--- src/rtl/dht11_pkg.sv ---
// Shared definitions for the DHT11 1-Wire controller blocks.
package dht11_pkg;
   localparam int DELAY_W = 9;

   typedef enum logic {
      IDLE = 1'b0,
      RUN  = 1'b1
   } state_t;
endpackage

--- src/rtl/tick_prescaler.sv ---
// Divides clk down to a one-cycle tick every TICK_DIV cycles; clear parks it at zero.
module tick_prescaler #(
   parameter int TICK_DIV = 1
) (
   input  logic clk,
   input  logic rst,
   input  logic clear,
   output logic tick
);
   localparam int PRE_W = (TICK_DIV > 1) ? $clog2(TICK_DIV) : 1;
   localparam logic [PRE_W-1:0] PRE_TC = PRE_W'(TICK_DIV - 1);

   logic [PRE_W-1:0] pre;

   assign tick = (pre == PRE_TC);

   always_ff @(posedge clk or negedge rst) begin
      if (!rst) begin
         pre <= '0;
      end else if (clear || tick) begin
         pre <= '0;
      end else begin
         pre <= pre + 1'b1;
      end
   end
endmodule

--- src/rtl/delay_module.sv ---
// Auto-reloading delay timer: one-cycle out_delay strobe every `delay` ticks, 0 disables.
//  state | meaning
//  IDLE  | latch delay each cycle, start counting once it is non-zero
//  RUN   | count ticks up to dl-1, strobe and reload at terminal
module delay_module
   import dht11_pkg::*;
#(
   parameter int TICK_DIV = 1
) (
   input  logic               clk,
   input  logic               rst,
   input  logic [DELAY_W-1:0] delay,
   output logic               out_delay
);
   state_t             state;
   logic [DELAY_W-1:0] cnt;
   logic [DELAY_W-1:0] dl;
   logic               tick;
   logic               idle;

   assign idle = (state == IDLE);

   tick_prescaler #(
      .TICK_DIV (TICK_DIV)
   ) u_tick_prescaler (
      .clk   (clk),
      .rst   (rst),
      .clear (idle),
      .tick  (tick)
   );

   always_ff @(posedge clk or negedge rst) begin
      if (!rst) begin
         state     <= IDLE;
         cnt       <= '0;
         dl        <= '0;
         out_delay <= 1'b0;
      end else begin
         case (state)
            IDLE: begin
               dl        <= delay;
               cnt       <= '0;
               out_delay <= 1'b0;
               if (delay != '0) begin
                  state <= RUN;
               end
            end
            RUN: begin
               if (tick) begin
                  // dl is never 0 in RUN, so dl-1 cannot underflow
                  if (cnt == dl - 1'b1) begin
                     out_delay <= 1'b1;
                     cnt       <= '0;
                     dl        <= delay;
                     if (delay == '0) begin
                        state <= IDLE;
                     end
                  end else begin
                     cnt       <= cnt + 1'b1;
                     out_delay <= 1'b0;
                  end
               end else begin
                  out_delay <= 1'b0;
               end
            end
            default: begin
               state     <= IDLE;
               out_delay <= 1'b0;
            end
         endcase
      end
   end
endmodule

--- config.mk ---
export PLATFORM = sky130hd
export DESIGN_NAME = delay_module
export DESIGN_NICKNAME = d
export VERILOG_FILES = /design/src/rtl/dht11_pkg.sv /design/src/rtl/tick_prescaler.sv /design/src/rtl/delay_module.sv
export SDC_FILE = /design/constraint.sdc
export NUM_CORES = 1
export LEC_CHECK = 0
export ABC_CLOCK_PERIOD_IN_PS = 3350
export CORE_ASPECT_RATIO = 0.8
export CORE_UTILIZATION = 46
export CTS_CLUSTER_DIAMETER = 60
export DETAILED_ROUTE_END_ITERATION = 10
export GPL_ROUTABILITY_DRIVEN = 1
export PLACE_DENSITY = 0.67
export REMOVE_ABC_BUFFERS = 1
export SLEW_MARGIN = 10
export SYNTH_ARGS = -nofsm -noshare
export SYNTH_HDL_FRONTEND = slang
export SYNTH_HIERARCHICAL = 1
export SYNTH_SLANG_ARGS = --single-unit
--- constraint.sdc ---
create_clock -name clk -period 3.35 [get_ports clk]
set_input_delay 0.67 -clock clk [delete_from_list [all_inputs] [get_ports clk]]
set_output_delay 0.67 -clock clk [all_outputs]
set_load 0.01 [all_outputs]
==> impl_metrics.toml <==
[outcome]
status = "finished, final reports clean"

[setup_path]
cp_num_buf_inv = 1
worstPathRequired_ns = 3.54
slowest_delay_ns = 0.48
cpMaxStageDelayCell = "or4b_4"
cp_max_fo = 16
path_cells = "inv_1 -> ha_1 -> or4b_4 -> o21ai_1 -> nand4b_1 -> a211o_2 -> o21ai_4 -> mux2_2"
cp-start-kind = "flip-flop"
end_kind = "flip-flop"
critPathTopFamily = "compound AO/OA/AOI/OAI gates"
critPathKind = "reg -> reg"
critical_path_arrival_ns = 2.99

[cells_and_area]
nets = 144
final_cell_mix = "21 x dfrtp_1, 14 x nor2_1, 11 x clkdlybuf4s50_1, 9 x xnor2_1, 7 x nand2_1"
final_common_cell = "dfrtp_1"
flow.area_growth_from_synthesis_pct = 13.1
fill_cells = 242
drive_gt1_frac = 0.131
diodes = 0

[floorplan]
start_util = 0.492
io_pins = 12
core.rowCount = 16
die_y_um = 47.9
chipWidth_um = 59.4
coreArea_mm2 = 0.00246
dieArea_mm2 = 0.00285

[global_route]
grt_max_degree = 22
grt_pass1_wl_mm = 3.95
grt.total_usage = 0.194
grt_pass1_vias = 841
met2_usage = 0.299
top_usage_layer = "met2"
grt_use_met1 = 0.276
use_met3 = 0.0351
antenna_found_initial = 0
overflow = 0

[sta]
worstMarginPinSlew_ns = 0.927
fin_skew_ns = 0.00559
slew_violations = 0
fin_ws_ns = 0.548
clock.fmax_mhz = 357
rsz0062_at_grt = "no"
setup_tns_ns = 0
finalHoldViolCount = 0
slew_headroom = 0.380
setup_viol = 0
fin_crit_ns = 2.80
period_share = 0.836

[min_path]
hold_path_class = "reg -> reg"

[drt]
ant_nets = 0
drtIter0Drc = 30
drc = 0
routedWlPerCell_um = 14.0
drt_first_pass_iters = 4
wirelength_mm = 2.33
vias = 904
vias_per_cell = 5.45

[cts]
clock-sinks = 21
h-tree-depth = 1
cts_tree = "yes"
clk-insertion-delay-late_ns = 0.30
post_cts_resized = 0
hold_buffers = 0
cts_root_buf = "clkbuf_4"
post_cts_buffers = 0
clk_path_buf_depth = 2
path_clk_slew_ns = 0.11
cts_buffers = 3

[synthesis]
synth-simple-area-share = 0.205
yosysWarnings = 6
synth_top_family_by_area = "simple AND/OR/NAND/NOR gates"
ys_seq_elements = 21
synth_xor_xnor_area_share = 0.108
synthMuxAreaShare = 0.0929
yosysUniqueCellTypes = 38
synthFlopType = "dfrtp_1"
synthArstFlopShare = 1.00
ys_seq_area_frac = 0.433
post_synth.cell_area_avg_um2 = 10.4
synth_edf_count = 0
netlist_area_mm2 = 0.00121
syn_inst = 117
synth_compound_area_frac = 0.0991
synth_fa_ha_area_frac = 0.0206

[power]
max-vdd-ir-drop_mv = 0.223
powerDensity_mw_per_mm2 = 435
p_leak_nw = 0.602

[flow_run]
drv_cap = 0

[placement]
portBuffers = 11
hpwl_mm = 1.78
dp_slack_ns = 0.574
routabilityCongestion = 0.842
## cells in the mapped netlist, types with 2 or more instances
| master | count | area (um^2) |
|---|---|---|
| nor2_1 | 14 | 52.6 |
| ha_1 | 2 | 25.0 |
| xnor2_1 | 9 | 78.8 |
| nand2_1 | 7 | 26.3 |
| a21oi_1 | 2 | 10.0 |
| nand3_1 | 3 | 15.0 |
| o21ai_0 | 3 | 15.0 |
| inv_1 | 6 | 22.5 |
| mux2_2 | 6 | 67.6 |
| dfrtp_1 | 21 | 526 |
| buf_6 | 2 | 22.5 |
| mux2_4 | 3 | 45.0 |
| nand4_1 | 3 | 18.8 |
| xor2_1 | 6 | 52.6 |
| nor3_1 | 5 | 25.0 |
| and4_1 | 3 | 26.3 |
## power by group
group          internal (mW)  switching [mW]  total, mW  leakage [nW]
registers              0.287          0.0514      0.339         0.273
logic                 0.0746          0.0655      0.140         0.314
clock network         0.0464          0.0715      0.118        0.0150
total                  0.408           0.188      0.597         0.602
## area by class of cell
type / instances / area (um^2) / share of cell area
tap: 36 / 45.0 / 0.0328
sequential: 21 / 526 / 0.383
clock buffer: 4 / 26.3 / 0.0192
timing repair buffer: 11 / 110 / 0.0803
multi-input combinational: 88 / 642 / 0.468
inverter: 6 / 22.5 / 0.0164
## sequential cells by signal, summed over array words and instances (netlist names)
register and cells:
dl 9, u_tick_prescaler/pre 1, cnt 9, state 1, out_delay 1
## cell families (layout without fill, tap and decap cells)
group	after synthesis	after routing
AO/OA/AOI/OAI	16	16
XOR/XNOR	15	15
adder cells (fa/ha/maj)	2	2
buffers and inverters	8	21
flip-flops	21	21
multiplexers	9	9
other	1	1
AND/OR/NAND/NOR	45	45
## path summary, 6_finish.rpt
path / startpoint / endpoint / slack [ns] / cells past startpoint
setup reg to reg: dl[0]$_DFFE_PN0P_ / dl[8]$_DFFE_PN0P_ / 0.55 / 8
min in group asynchronous: rst / cnt[2]$_DFFE_PN0P_ / 0.87 / 1
setup / recovery: dl[0]$_DFFE_PN0P_ / dl[8]$_DFFE_PN0P_ / 0.55 / 8
hold / removal: dl[8]$_DFFE_PN0P_ / dl[8]$_DFFE_PN0P_ / 0.54 / 1
max in group asynchronous: rst / dl[6]$_DFFE_PN0P_ / 1.90 / 1
hold reg to reg: dl[8]$_DFFE_PN0P_ / dl[8]$_DFFE_PN0P_ / 0.54 / 1
## metrics by stage
step	instance area, um^2	hold slack [ns]	utilization	std cells	total power [mW]
floorplan	1190	0.374	-	115	0.432
finish	1370	0.540	0.557	166	0.597
global route	1370	0.592	0.557	166	0.636
CTS	1370	0.546	0.557	166	0.604
detailed placement	1350	0.521	0.546	162	0.482
global placement	1350	0.513	0.546	162	0.477
## metal layers
metal	share of wire	up-vias
met5	0	-
met4	0.0056	0
met3	0.037	2
met2	0.44	13
met1	0.51	445
li1	-	444
Note: power is estimated with default switching activity, not from simulation.
